`src/rtl/dfx_rp_ctrl.sv`:
```
// Swap sequencer for the two LED-counter reconfigurable partitions.
// Owns RP isolation/reset and reports a per-sequence status code.
module dfx_rp_ctrl #(
    parameter int QUIESCE_CYC = 16,
    parameter int RST_CYC     = 8,
    parameter int TO_W        = 24
) (
    input  logic        clk100,
    input  logic        rst,
    input  logic        req_i,
    input  logic        req_sel_i,
    output logic        load_go_o,
    input  logic        load_done_i,
    input  logic        load_err_i,
    output logic [1:0]  decouple_o,
    output logic [1:0]  rp_rst_o,
    input  logic [31:0] version_i,
    output logic        busy_o,
    output logic        done_o,
    output logic [1:0]  status_o,
    output logic [31:0] last_vers_o
);

    typedef enum logic [2:0] {
        S_IDLE, S_DECOUPLE, S_LOAD, S_RESET, S_RECOUPLE, S_CHECK
    } state_t;

    localparam int CW = (TO_W > 31) ? TO_W + 1 : 32;
    localparam logic [CW-1:0] Q_LAST  = CW'(QUIESCE_CYC - 1);
    localparam logic [CW-1:0] R_LAST  = CW'(RST_CYC - 1);
    localparam logic [CW-1:0] C_LAST  = CW'(2);
    // Timeout fires on the cycle the count would reach 2^TO_W-1
    localparam logic [CW-1:0] TO_LAST =
        {{(CW-TO_W){1'b0}}, {TO_W{1'b1}}} - CW'(1);

    state_t        state, state_d;
    logic          sel, sel_d;
    logic [CW-1:0] cnt, cnt_d;
    logic [1:0]    dec_d, rprst_d, status_d;
    logic          done_d, load_go_d, busy_d;
    logic [31:0]   vers_d;

    always_comb begin
        state_d  = state;
        sel_d    = sel;
        cnt_d    = cnt + CW'(1);
        dec_d    = decouple_o;
        rprst_d  = rp_rst_o;
        status_d = status_o;
        vers_d   = last_vers_o;
        done_d   = 1'b0;
        unique case (state)
            S_IDLE: begin
                cnt_d = '0;
                if (req_i) begin
                    sel_d            = req_sel_i;
                    state_d          = S_DECOUPLE;
                    dec_d[req_sel_i] = 1'b1;
                end
            end
            S_DECOUPLE: begin
                if (cnt == Q_LAST) begin
                    state_d = S_LOAD;
                    cnt_d   = '0;
                end
            end
            S_LOAD: begin
                if (load_err_i || (!load_done_i && cnt == TO_LAST)) begin
                    // Failed RP stays isolated and in reset until a good swap
                    state_d      = S_IDLE;
                    done_d       = 1'b1;
                    status_d     = load_err_i ? 2'b01 : 2'b10;
                    dec_d[sel]   = 1'b1;
                    rprst_d[sel] = 1'b1;
                end else if (load_done_i) begin
                    state_d      = S_RESET;
                    cnt_d        = '0;
                    dec_d[sel]   = 1'b1;
                    rprst_d[sel] = 1'b1;
                end
            end
            S_RESET: begin
                if (cnt == R_LAST) begin
                    state_d      = S_RECOUPLE;
                    rprst_d[sel] = 1'b0;
                end
            end
            S_RECOUPLE: begin
                state_d    = S_CHECK;
                cnt_d      = '0;
                dec_d[sel] = 1'b0;
            end
            S_CHECK: begin
                if (cnt == C_LAST) begin
                    state_d  = S_IDLE;
                    done_d   = 1'b1;
                    vers_d   = version_i;
                    status_d = (version_i == 32'h0000_0000 ||
                                version_i == 32'hFFFF_FFFF) ? 2'b11 : 2'b00;
                end
            end
            default: state_d = S_IDLE;
        endcase
        load_go_d = (state_d == S_LOAD);
        busy_d    = (state_d != S_IDLE);
    end

    always_ff @(posedge clk100 or posedge rst) begin
        if (rst) begin
            state       <= S_IDLE;
            sel         <= 1'b0;
            cnt         <= '0;
            load_go_o   <= 1'b0;
            decouple_o  <= 2'b00;
            rp_rst_o    <= 2'b00;
            busy_o      <= 1'b0;
            done_o      <= 1'b0;
            status_o    <= 2'b00;
            last_vers_o <= 32'h0;
        end else begin
            state       <= state_d;
            sel         <= sel_d;
            cnt         <= cnt_d;
            load_go_o   <= load_go_d;
            decouple_o  <= dec_d;
            rp_rst_o    <= rprst_d;
            busy_o      <= busy_d;
            done_o      <= done_d;
            status_o    <= status_d;
            last_vers_o <= vers_d;
        end
    end

endmodule
```
`config.mk`:
```
export PLATFORM = sky130hd
export DESIGN_NAME = dfx_rp_ctrl
export DESIGN_NICKNAME = d
export VERILOG_FILES = /design/src/rtl/dfx_rp_ctrl.sv
export SDC_FILE = /design/constraint.sdc
export NUM_CORES = 1
export LEC_CHECK = 0
export ABC_AREA = 0
export CAP_MARGIN = 20
export CORE_MARGIN = 5
export CORE_UTILIZATION = 41
export DETAILED_ROUTE_END_ITERATION = 16
export GPL_TIMING_DRIVEN = 0
export PLACE_DENSITY = 0.66
export SLEW_MARGIN = 20
export SYNTH_ARGS = -nofsm -noshare
export SYNTH_HDL_FRONTEND = slang
export SYNTH_SLANG_ARGS = --single-unit
```
`constraint.sdc`:
```
create_clock -name clk100 -period 2.4 [get_ports clk100]
set_input_delay 0.24 -clock clk100 [delete_from_list [all_inputs] [get_ports clk100]]
set_output_delay 0.24 -clock clk100 [all_outputs]
set_load 0.02 [all_outputs]
```
# Yosys cells after proc, flatten, opt, wreduce, memory -nomap -nowiden
# Index checks and enable logic that the tools add are counted.
# word_totals
input_bits	38
word_cells	86
regBits	77
out_inout_bits	41
# op_classes
add_sub_neg	1
magnitude_cmp	4
bitwise	6
n_eq_ne	16
n_mux	31
n_reduce_logical	18
# ops
op	count
$mux W32	3
$pmux W32 S3	1
$add A32 B1 Y32 const B	1
$eq A32 B2 Y1 const B	1
$eq A32 B24 Y1 const B	1
$eq A32 B3 Y1 const B	1
$eq A32 B32 Y1 const B	1
$eq A32 B4 Y1 const B	1
$logic_not A32 Y1	1
$mux W2	10
$mux W3	6
$pmux W3 S6	1
$eq A3 B2 Y1 const B	3
$reduce_and A3 Y1	3
$ne A2 B2 Y1 const B	4
$pmux W2 S2	2
$eq A3 B3 Y1 const B	2
$or A2 B2 Y2	3
$pmux W2 S3	1
$reduce_bool A3 Y1	2
$and A2 B2 Y2	2
$lt A1 B2 Y1 const B	2
$mux W1	4
$reduce_and A2 Y1	2
other kinds (12)	18

# Depth between registers and ports, before layout
# logic_depth
depth_word	8
mapped_depth	8
mapped_depth_nobuf	7

# Least setup slack after synthesis
# Ideal clock, no wire load.
# synth_timing
path_kind	reg-to-reg
start	reg cnt[5]
end	reg with a tool-made name
required_ps	2278
slack_ps	232
period_less_slack_ps	2168
setup_ps	122
stages_incl_launch_ff	6
n_path_buf	0
arrival_time_ps	2046
cell_sequence	dfrtp_1 nor4_2 nand4_2 or3_4 or4_1 a32o_1
# synth_lines
item	line	source
from (decl)	38	logic [CW-1:0] cnt, cnt_d;
from (signal assigned)	123	cnt <= cnt_d;

==> results by group <==
Clock tree
  – Hold buffers post-CTS: 0
  – CTS Sinks: 77
  – H-tree levels: 3
  – Root Driver: clkbuf_8
  – Clk buf depth: 2
  – CTS Buf Count: 9
  – Worst-Skew Late Latency: ~0.35 ns
  – CTS tree: built
  – Clk slew on worst S/H paths: ~0.09 ns

Finish
  – Nets: between 400 and 500
  – Layout Cells excl Fill: between 500 and 600
  – Area delta synth->final: 33.2%
  – Ratio of cells with drive above 1 in the final layout: 0.175
  – # diodes: 0

Worst setup path
  – CP bufs+invs: 0
  – R2R depth: 5
  – Crit-path max cell delay: between 0.5 and 0.6 ns
  – Critical Path Fanout Max: 6
  – WS Path Type: flip-flop to flip-flop
  – Worst-path cell chain: nor4_2 > nand3_2 > or3_4 > or4_1 > a32o_1
  – Critical Path Sink Type: flip-flop
  – CP arrival: approximately 2.6 ns
  – Crit-path slowest cell: or4_1
  – FF-to-FF setup slack: between 0.06 and 0.07 ns
  – Worst Setup Start Kind: flip-flop
  – Crit-path leading delay family: simple AND/OR/NAND/NOR gates
  – Origin of the critical flop-to-flop path: cnt[15]
  – Worst Path Required: 2.64 ns

Logic synthesis
  – Post-synth EDFFs: 0
  – Post-synthesis cell type count: 42
  – Register area share after synthesis: 0.514
  – Cell Area, Synth: around 0.0037 sq mm
  – Synth cell count leaders: dfrtp_1 (77), nor2_1 (47), mux2_2 (34), xnor2_1 (20), nor4_1 (19)
  – Post-Syn Area per Cell: approximately 11 sq um
  – Synth warn: 0
  – Cell taking the most area after synthesis: dfrtp_1
  – Synth area leaders: dfrtp_1 (51%), mux2_2 (10%), nor2_1 (4.7%)
  – Most frequent cell after synthesis: dfrtp_1
  – Mapped Nets: 390
  – Most used DFF post-synth: dfrtp_1
  – Yosys top cell area share: 0.514
  – Cells after Synth: between 300 and 400
  – Flops & latches, synth: between 70 and 80
  – Post-synth ARST share: 1.00

Floorplan
  – I/O pin cnt: a little under 80
  – Initial Util: 0.426
  – Core area: between 0.008 and 0.009 sq mm
  – DIE HEIGHT: roughly 110 microns
  – Row cnt: 34
  – Die width: roughly 110 microns
  – Die ar.: 0.0112 sq mm

Placed design
  – Post-detail-place hpwl: between 6000 and 7000 microns
  – Port bufs: ~80
  – Dpl cells: about 540
  – RePlAce Congestion: around 0.84

Run status
  – Status: finished, final reports clean

Run
  – Max-cap violations: 0

Drt
  – Final WL: 9320 microns
  – DR vias: 3070
  – Routed Antenna Nets: 0
  – DRC: 0
  – TritonRoute pass-1 iters: 4
  – Vias per cell: 5.54
  – Initial DRC count: ~170
  – Routed WL per cell: around 17 microns

GRT
  – Met1 Use GR: 0.228
  – Largest net degree at the start of global routing: 49
  – Total GRT Usage: 0.170
  – GR Util met2: 0.276
  – First-pass GRT wire length: between 15000 and 20000 microns
  – Vias in the first global route: slightly above 3000
  – Gr busiest metal: met2
  – Grt total ovfl: 0
  – Antenna violations before repair: 0
  – Met3 GRT Util: 0.0263

Timing
  – Hold violation total from the final report: 0
  – Clock Skews: approximately 0.017 ns
  – Min Tclk post-route: 2.33 ns
  – Slew HR: 0.619
  – Worst Tran Pin Value: roughly 0.57 ns
  – Final setup fails: 0
  – F_max: ~0.43 GHz
  – Tcrit/Tclk final: 0.972
  – Final max-slew violation count: 0

Power and ir drop
  – PD cells: between 500 and 600 mW/mm^2
  – Final Power: between 0.002 and 0.003 W
  – Pleak: 2.03 nW
  – Max IR drop VDD: around 0.26 mV

Worst hold path
  – Worst hold path type: input pin to asynchronous set/reset pin
## worst register-to-register path, cell delays in order, from the launching register on
cell	delay, ns
dfrtp_1	0.46
nor4_2	0.36
nand3_2	0.22
or3_4	0.45
or4_1	0.52
a32o_1	0.22
## flip-flops by register name, summed over array words and instances (netlist names), named ones only
name,count
busy_o,1
cnt,32
decouple_o,2
done_o,1
last_vers_o,32
load_go_o,1
sel,1
state,3
status_o,2
## layout make-up
type	instances	area, sq um
multi-input combinational	249	1830
tap	108	135
sequential	77	1930
clock inverter	6	43.8
inverter	9	36.3
timing repair buffer	81	823
fill	781	3810
clock buffer	10	138
buffer	14	62.6
## cells by family after synthesis
logic type | count (synthesis) | share of synthesized area
mux | 35 | 0.105
fa+ha+maj | 2 | 0.00667
xor+xnor | 30 | 0.0701
simple gates | 160 | 0.236
compound gates | 22 | 0.0427
buf+inv | 24 | 0.0257
flops | 77 | 0.514
## worst max-delay path by stage
stage                 start                          to  cells after the start  slack (ns)
finish              cnt[15]                   flip-flop                      5        0.07
CTS                 cnt[15]                   flip-flop                      5      0.0006
detailed placement  cnt[24]             last_vers_o[18]                      5       -0.11
floorplan               rst  asynchronous set/reset pin                      1        0.19
global placement        rst  asynchronous set/reset pin                      2       -1.13
global route         cnt[2]                     cnt[31]                      7       -0.08
## per-layer routing
layer / vias to the layer above / part of all wire / wire [microns]
met5: - / 0 / 0
met4: 0 / 0.020 / 182
met3: 15 / 0.041 / 380
met2: 78 / 0.50 / 4630
met1: 1533 / 0.44 / 4120
li1: 1444 / - / -
## where the power goes
| part | internal, W | switching (W) | leakage (nW) |
|---|---|---|---|
| registers | 0.00141 | 0.000193 | 0.980 |
| logic | 0.000219 | 0.000252 | 0.953 |
| clock network | 0.000409 | 0.000507 | 0.0930 |
| total | 0.00204 | 0.000952 | 2.03 |
## placed cells by master (no fill, tap or decap), types with 8 or more instances in the layout
| master | instances |
|---|---|
| clkdlybuf4s50_1 | 78 |
| nand3_1 | 13 |
| mux2_2 | 34 |
| nand4_1 | 18 |
| nor3_1 | 11 |
| xnor2_1 | 20 |
| nor2_1 | 47 |
| inv_1 | 8 |
| dfrtp_1 | 76 |
| nor4_1 | 13 |
| nand2_1 | 16 |
| clkbuf_8 | 10 |
| xor2_1 | 10 |
## what timing repair did
action | CTS | global route
resized for setup | 4 | 14
endpoints found under the setup margin | 55 | 64
buffers inserted | 0 | 2
pin swaps | 0 | 5
## per-stage QoR
step | setup TNS (ns) | instance area [sq um] | hold slack (ns) | setup WS [ns] | util
6_report | 0 | 4990 | 0.247 | 0.0664 | 0.567
5_1_grt | -0.279 | 4990 | 0.269 | -0.0791 | 0.567
4_1_cts | 0 | 4900 | 0.257 | 0.000582 | 0.556
3_5_place_dp | -3.65 | 4690 | 0.489 | -0.108 | 0.533
3_3_place_gp | -90.52 | 4660 | 0.476 | -1.13 | 0.530
2_1_floorplan | 0 | 3750 | 0.357 | 0.193 | -
No activity file was read; power rests on OpenSTA's default activity.
